`src/rtl/hbram_cal_pkg.sv`:
```
// Shared types for the HyperBus RAM read-window calibrator: FSM state encoding
// and the width helper used by the per-lane run-length counters.
package hbram_cal_pkg;

    typedef enum logic [2:0] {
        ST_IDLE,
        ST_SETTLE,
        ST_REQ,
        ST_WAIT,
        ST_EVAL,
        ST_CENTER,
        ST_DONE
    } cal_state_e;

    // Run lengths span 0..STEPS inclusive, hence the +1.
    function automatic int runCntW(input int steps);
        return $clog2(steps + 1);
    endfunction

endpackage

```
`src/rtl/hbram_cal_window_trk.sv`:
```
// One calibration lane: ANDs the per-sample compare results of a tap, tracks the
// current and longest passing tap run, and computes the window centre at sweep end.
module hbram_cal_window_trk
    import hbram_cal_pkg::*;
#(
    parameter int DLY_W = 3,
    parameter int STEPS = 8
) (
    input  logic             clk,
    input  logic             rst,
    input  logic             clear_i,
    input  logic             sampleVld_i,
    input  logic             samplePass_i,
    input  logic             eval_i,
    input  logic             lastTap_i,
    input  logic             center_i,
    input  logic [DLY_W-1:0] tap_i,
    output logic [DLY_W-1:0] dly_o,
    output logic             noWin_o,
    output logic             fail_o
);

    localparam int CW = runCntW(STEPS);
    localparam int SW = DLY_W + CW;

    logic             acc_q, acc_d;
    logic             runOpen_q, runOpen_d;
    logic [DLY_W-1:0] runStart_q, runStart_d;
    logic [CW-1:0]    runLen_q, runLen_d;
    logic [DLY_W-1:0] bestStart_q, bestStart_d;
    logic [CW-1:0]    bestLen_q, bestLen_d;
    logic [DLY_W-1:0] dly_q, dly_d;
    logic             fail_q, fail_d;

    logic [CW-1:0]    runLenInc;
    logic [DLY_W-1:0] candStart;
    logic [CW-1:0]    candLen;
    logic [SW-1:0]    centerSum;

    assign runLenInc = (runLen_q == CW'(STEPS)) ? runLen_q : runLen_q + CW'(1);
    assign candStart = runOpen_q ? runStart_q : tap_i;
    assign candLen   = runOpen_q ? runLenInc : CW'(1);
    assign centerSum = SW'(bestStart_q) + SW'((bestLen_q - CW'(1)) >> 1);

    always_comb begin
        acc_d       = acc_q;
        runOpen_d   = runOpen_q;
        runStart_d  = runStart_q;
        runLen_d    = runLen_q;
        bestStart_d = bestStart_q;
        bestLen_d   = bestLen_q;
        dly_d       = dly_q;
        fail_d      = fail_q;
        if (clear_i) begin
            acc_d       = 1'b1;
            runOpen_d   = 1'b0;
            runStart_d  = '0;
            runLen_d    = '0;
            bestStart_d = '0;
            bestLen_d   = '0;
            dly_d       = '0;
            fail_d      = 1'b0;
        end else begin
            if (sampleVld_i) begin
                acc_d = acc_q & samplePass_i;
            end
            // Strict > keeps the earliest window when two runs tie.
            if (eval_i) begin
                acc_d = 1'b1;
                if (acc_q) begin
                    runOpen_d  = 1'b1;
                    runStart_d = candStart;
                    runLen_d   = candLen;
                    if (lastTap_i) begin
                        runOpen_d = 1'b0;
                        runLen_d  = '0;
                        if (candLen > bestLen_q) begin
                            bestStart_d = candStart;
                            bestLen_d   = candLen;
                        end
                    end
                end else begin
                    runOpen_d = 1'b0;
                    runLen_d  = '0;
                    if (runOpen_q && (runLen_q > bestLen_q)) begin
                        bestStart_d = runStart_q;
                        bestLen_d   = runLen_q;
                    end
                end
            end
            if (center_i) begin
                if (bestLen_q == '0) begin
                    dly_d  = '0;
                    fail_d = 1'b1;
                end else begin
                    dly_d  = centerSum[DLY_W-1:0];
                    fail_d = 1'b0;
                end
            end
        end
    end

    always_ff @(posedge clk) begin
        if (rst) begin
            acc_q       <= 1'b1;
            runOpen_q   <= 1'b0;
            runStart_q  <= '0;
            runLen_q    <= '0;
            bestStart_q <= '0;
            bestLen_q   <= '0;
            dly_q       <= '0;
            fail_q      <= 1'b0;
        end else begin
            acc_q       <= acc_d;
            runOpen_q   <= runOpen_d;
            runStart_q  <= runStart_d;
            runLen_q    <= runLen_d;
            bestStart_q <= bestStart_d;
            bestLen_q   <= bestLen_d;
            dly_q       <= dly_d;
            fail_q      <= fail_d;
        end
    end

    assign dly_o   = dly_q;
    assign noWin_o = (bestLen_q == '0);
    assign fail_o  = fail_q;

endmodule

```
`src/rtl/hbram_window_cal.sv`:
```
// HyperBus RAM per-lane delay calibrator: sweeps all taps, requests pattern tests,
// centres each lane in its widest passing window. HBRAM_CAL_RETRY_EN enables re-sweeps.
module hbram_window_cal
    import hbram_cal_pkg::*;
#(
    parameter int LANES      = 8,
    parameter int DLY_W      = 3,
    parameter int STEPS      = 8,
    parameter int SAMPLES    = 4,
    parameter int SETTLE_CYC = 16,
    parameter int MAX_RETRY  = 3
) (
    input  logic                   clk,
    input  logic                   rst,
    input  logic                   cal_start,
    output logic                   test_req,
    input  logic                   test_ack,
    input  logic [LANES-1:0]       test_pass,
    output logic [LANES*DLY_W-1:0] dly_out,
    output logic                   busy,
    output logic                   cal_done,
    output logic                   cal_fail,
    output logic [LANES-1:0]       fail_mask,
    output logic [1:0]             retry_cnt
);

    localparam int SCW = $clog2(SETTLE_CYC + 1);
    localparam int SMW = $clog2(SAMPLES + 1);

    cal_state_e       state_q, state_d;
    logic [SCW-1:0]   settleCnt_q, settleCnt_d;
    logic [SMW-1:0]   sampleCnt_q, sampleCnt_d;
    logic [DLY_W-1:0] tap_q, tap_d;
    logic             testReq_q, testReq_d;
    logic             busy_q, busy_d;
    logic             calDone_q, calDone_d;
    logic             calFail_q, calFail_d;
    logic             useCenter_q, useCenter_d;
`ifdef HBRAM_CAL_RETRY_EN
    logic [1:0]       retryCnt_q, retryCnt_d;
`endif

    logic             clearTrk, sampleVld, evalPulse, centerPulse, lastTap, anyNoWin;
    logic [DLY_W-1:0] trkDly [LANES];
    logic [LANES-1:0] noWin;

    assign lastTap  = (tap_q == DLY_W'(STEPS - 1));
    assign anyNoWin = |noWin;

    always_comb begin
        state_d     = state_q;
        settleCnt_d = '0;
        sampleCnt_d = sampleCnt_q;
        tap_d       = tap_q;
        testReq_d   = testReq_q;
        busy_d      = busy_q;
        calDone_d   = calDone_q;
        calFail_d   = calFail_q;
        useCenter_d = useCenter_q;
`ifdef HBRAM_CAL_RETRY_EN
        retryCnt_d  = retryCnt_q;
`endif
        clearTrk    = 1'b0;
        sampleVld   = 1'b0;
        evalPulse   = 1'b0;
        centerPulse = 1'b0;
        case (state_q)
            ST_IDLE, ST_DONE: begin
                if (cal_start) begin
                    state_d     = ST_SETTLE;
                    clearTrk    = 1'b1;
                    tap_d       = '0;
                    sampleCnt_d = '0;
                    busy_d      = 1'b1;
                    calDone_d   = 1'b0;
                    calFail_d   = 1'b0;
                    useCenter_d = 1'b0;
`ifdef HBRAM_CAL_RETRY_EN
                    retryCnt_d  = '0;
`endif
                end
            end
            ST_SETTLE: begin
                if (settleCnt_q == SCW'(SETTLE_CYC - 1)) begin
                    state_d = ST_REQ;
                end else begin
                    settleCnt_d = settleCnt_q + SCW'(1);
                end
            end
            ST_REQ: begin
                testReq_d = 1'b1;
                state_d   = ST_WAIT;
            end
            ST_WAIT: begin
                if (test_ack) begin
                    sampleVld = 1'b1;
                    testReq_d = 1'b0;
                    if (sampleCnt_q == SMW'(SAMPLES - 1)) begin
                        sampleCnt_d = '0;
                        state_d     = ST_EVAL;
                    end else begin
                        sampleCnt_d = sampleCnt_q + SMW'(1);
                        state_d     = ST_REQ;
                    end
                end
            end
            ST_EVAL: begin
                evalPulse = 1'b1;
                if (lastTap) begin
                    state_d = ST_CENTER;
                end else begin
                    tap_d   = tap_q + DLY_W'(1);
                    state_d = ST_SETTLE;
                end
            end
            ST_CENTER: begin
                centerPulse = 1'b1;
                state_d     = ST_DONE;
                busy_d      = 1'b0;
                calDone_d   = 1'b1;
                calFail_d   = anyNoWin;
                useCenter_d = 1'b1;
`ifdef HBRAM_CAL_RETRY_EN
                // A dead lane triggers a fresh sweep until the retry budget is spent.
                if (anyNoWin && (retryCnt_q < 2'(MAX_RETRY))) begin
                    state_d     = ST_SETTLE;
                    busy_d      = 1'b1;
                    calDone_d   = 1'b0;
                    calFail_d   = 1'b0;
                    useCenter_d = 1'b0;
                    clearTrk    = 1'b1;
                    tap_d       = '0;
                    retryCnt_d  = retryCnt_q + 2'd1;
                end
`endif
            end
            default: state_d = ST_IDLE;
        endcase
    end

    always_ff @(posedge clk) begin
        if (rst) begin
            state_q     <= ST_IDLE;
            settleCnt_q <= '0;
            sampleCnt_q <= '0;
            tap_q       <= '0;
            testReq_q   <= 1'b0;
            busy_q      <= 1'b0;
            calDone_q   <= 1'b0;
            calFail_q   <= 1'b0;
            useCenter_q <= 1'b0;
        end else begin
            state_q     <= state_d;
            settleCnt_q <= settleCnt_d;
            sampleCnt_q <= sampleCnt_d;
            tap_q       <= tap_d;
            testReq_q   <= testReq_d;
            busy_q      <= busy_d;
            calDone_q   <= calDone_d;
            calFail_q   <= calFail_d;
            useCenter_q <= useCenter_d;
        end
    end

`ifdef HBRAM_CAL_RETRY_EN
    always_ff @(posedge clk) begin
        if (rst) begin
            retryCnt_q <= '0;
        end else begin
            retryCnt_q <= retryCnt_d;
        end
    end
    assign retry_cnt = retryCnt_q;
`else
    assign retry_cnt = 2'b00;
`endif

    // During the sweep every lane sees the common tap; afterwards its own centre.
    for (genvar g = 0; g < LANES; g++) begin : gLane
        hbram_cal_window_trk #(
            .DLY_W (DLY_W),
            .STEPS (STEPS)
        ) uTrk (
            .clk          (clk),
            .rst          (rst),
            .clear_i      (clearTrk),
            .sampleVld_i  (sampleVld),
            .samplePass_i (test_pass[g]),
            .eval_i       (evalPulse),
            .lastTap_i    (lastTap),
            .center_i     (centerPulse),
            .tap_i        (tap_q),
            .dly_o        (trkDly[g]),
            .noWin_o      (noWin[g]),
            .fail_o       (fail_mask[g])
        );
        assign dly_out[g*DLY_W +: DLY_W] = useCenter_q ? trkDly[g] : tap_q;
    end

    assign test_req = testReq_q;
    assign busy     = busy_q;
    assign cal_done = calDone_q;
    assign cal_fail = calFail_q;

endmodule
```
`config.mk`:
```
export PLATFORM = sky130hd
export DESIGN_NAME = hbram_window_cal
export DESIGN_NICKNAME = d
export VERILOG_FILES = /design/src/rtl/hbram_cal_pkg.sv /design/src/rtl/hbram_cal_window_trk.sv /design/src/rtl/hbram_window_cal.sv
export SDC_FILE = /design/constraint.sdc
export NUM_CORES = 1
export LEC_CHECK = 0
export ABC_AREA = 1
export CAP_MARGIN = 20
export CORE_MARGIN = 3
export CORE_UTILIZATION = 27
export DETAILED_ROUTE_END_ITERATION = 7
export DONT_BUFFER_PORTS = 1
export MAX_ROUTING_LAYER = met4
export PLACE_DENSITY = 0.47
export SETUP_SLACK_MARGIN = 0.5
export SLEW_MARGIN = 0
export SYNTH_ARGS = -nofsm -noshare
export SYNTH_HDL_FRONTEND = slang
export SYNTH_HIERARCHICAL = 1
export SYNTH_SLANG_ARGS = --single-unit
```
`constraint.sdc`:
```
create_clock -name clk -period 2.7 [get_ports clk]
set_clock_uncertainty 0.15 [all_clocks]
set_input_delay 0.675 -clock clk [delete_from_list [all_inputs] [get_ports clk]]
set_output_delay 0.675 -clock clk [all_outputs]
set_load 0.05 [all_outputs]
```
==> qor.txt <==
die height: 211 um
clk root buf: clkbuf_16
Hold WC Path Type: input pin to flop
status: finished clean
final WL: 33.6 mm
post-route ant nets: 0
Setup CP Type: flop to primary output
sequential power share: 0.336
combinational share of power: 0.405
fin nets: 1871
row cnt: 74
Startpoint Class: flop
Seq/Total Area, Yosys: 0.314
Routed WL per cell: 14.6 um
initial core utilization: 0.275
FF/Latch Area: 0.00367 sq mm
Post-synth ARST share: 0
vias post-DR: 10.8k
Hold Vio Cnt, Final: 0
maximum vdd drop: 314 uV
vias in the first global route: 10.3k
cts hold-fix bufs: 0
pre-CTS setup slack: 257 ps
Synth area leaders: dfxtp_1, nand2_1, ha_1
Internal Pwr Total: 0.00565 W
Final period util: 0.827
Max Cap Violations: 0
setup TNS: 0 ps
DPL Wire Length: 23.3 mm
Synth Register Bits: 178
Synth top area share: 0.314
via/cell ratio: 4.68
fillers: 4298
Longest Clk Path Bufs: 2
Yosys top cell by area: dfxtp_1
PwrDens: 630 mW/mm^2
CTS tree: built
P_sw: 0.00395 W
crit-path max FO: 7
clock-pin slew on the worst setup and hold paths: 70 ps
Clock Latency Late Sink: 440 ps
1st-pass router iterations: 5
largest net degree at the start of global routing: 17
share of post-route cells with drive strength above 1: 0.341
first-pass GRT wire length: 53.2 mm
Fmax achieved: 448 MHz
drc violations: 0
sw frac: 0.412
cell count after synthesis: 1621
fin crit period: 2230 ps
Synth cell types: 33
commonest cells after routing, fill and taps aside: nand2_1, dfxtp_1, inv_1, nor2_1, buf_4
initial antenna violation count: 2
Critical Path End Type: primary output
die area: 0.0445 sq mm
CP arrival: 1410 ps
CORE AREA: 0.0412 sq mm
Syn Std Cell Area: 0.0113 sq mm
remaining global-route overflow: 0
Die Width: 211 um
IO Pins: 50
synthesis-to-layout area growth: 34.4%
Tot GR Track Use: 0.152
Warnings, synthesis: 6
gpl congestion: 0.807
leakage: 6.43 nW
total CTS buffers: 17
Slew headroom: 0.570
EDFF count, synth: 0
max-slew violation count: 0
# port buffers: 0
RSZ-0062 raised after global routing: yes
final setup margin: 466 ps
Starting DRT DRC Count: 507
most common cell after layout, fill and taps aside: nand2_1
clk sink count: 178
# H-tree levels: 4
Top FF cell, synth: dfxtp_1
endpoints failing setup: 0
Crit path required time: 1880 ps
Clock Power Share: 0.259
synthesized area per cell: 7.00 sq um
Slew @ Worst Pin: 643 ps
Multi-input gate area: 0.00802 sq mm
## final timing paths
path,endpoint,from,slack (ps),cells after the start
setup reg to reg,gLane[3].uTrk/dly_o[2]$_SDFFE_PP0P_,gLane[3].uTrk/bestLen_q[1]$_SDFFE_PP0P_,510,10
setup / recovery,dly_out[2],useCenter_q$_SDFFE_PP0P_,470,5
hold reg to reg,settleCnt_q[0]$_SDFF_PP0_,settleCnt_q[0]$_SDFF_PP0_,300,1
hold / removal,useCenter_q$_SDFFE_PP0P_,rst,160,1
## worst max-delay path: stages, from the launching register on
cell	delay, ps
dfxtp_4	400
buf_12	130
buf_16	150
nand2_4	60
nand2_4	80
buf_8	140
## synthesized netlist by cell type (18+ instances only)
cell type  number
a21oi_1        93
ha_1           93
nor2_1        135
nand2_1       427
nand3_1       113
inv_1         184
dfxtp_1       178
o22ai_1        24
buf_4          18
nand4_1        27
o21ai_0        97
mux2i_1        24
a21oi_2        24
inv_2          25
## registers in the layout, indices dropped and copies added (netlist names), 3 cells and up
name,flops
settleCnt_q,5
gLane.uTrk/dly_o,24
gLane.uTrk/runStart_q,24
gLane.uTrk/fail_o,8
tap_q,3
gLane.uTrk/bestStart_q,24
gLane.uTrk/acc_q,8
gLane.uTrk/runLen_q,32
gLane.uTrk/runOpen_q,8
state_q,3
sampleCnt_q,3
gLane.uTrk/bestLen_q,32
## what timing repair did
action	CTS	global route
buffers inserted	24	55
pin swaps	32	122
setup endpoints to repair	116	130
cloned	10	0
gates resized for setup	198	252
## kinds of logic (layout without fill, tap and decap cells)
family | after synthesis | after routing | synth area share
XOR/XNOR | 25 | 25 | 0.0193
flip-flops | 178 | 178 | 0.314
buffers and inverters | 255 | 396 | 0.0983
multiplexers | 24 | 24 | 0.0212
adder cells (fa/ha/maj) | 101 | 101 | 0.117
AND/OR/NAND/NOR | 767 | 775 | 0.291
AO/OA/AOI/OAI | 270 | 270 | 0.139
other | 1 | 4 | 0.000331
## layout make-up
type | instances | share of cell area
well taps | 532 | 0.0437
clock buffers | 21 | 0.0309
diodes | 2 | 0.000328
repair buffers | 154 | 0.0952
multi-input cells | 1197 | 0.526
clock inverters | 11 | 0.00690
inverters | 210 | 0.0561
flip-flops and latches | 178 | 0.241
## metal layers
metal	share of wire	track usage	wire length [um]
met3	0.038	0.0318	1270
met4	0.0079	0.0286	266
met1	0.48	0.200	16200
met5	0	-	0
met2	0.47	0.244	15900
## power groups by stage
stage / Combinational (W) / Sequential [W] / Clock (W)
finish: 0.00389 / 0.00322 / 0.00249
global route: 0.00423 / 0.00326 / 0.00267
CTS: 0.00359 / 0.00321 / 0.00256
detailed placement: 0.00315 / 0.00324 / 0
global placement: 0.00313 / 0.00323 / 0
floorplan: 0.00216 / 0.00315 / 0
## through the flow
stage          instances  hold slack, ps   util  total power [W]  area [sq um]
2_1_floorplan       1622             268      -          0.00531         11400
3_3_place_gp        2182             281  0.299          0.00636         12300
3_5_place_dp        2182             291  0.299          0.00638         12300
4_1_cts             2248             127  0.334          0.00936         13800
5_1_grt             2305             131  0.370           0.0102         15200
6_report            2305             161  0.370          0.00960         15200
No activity file was read; power rests on OpenSTA's default activity.
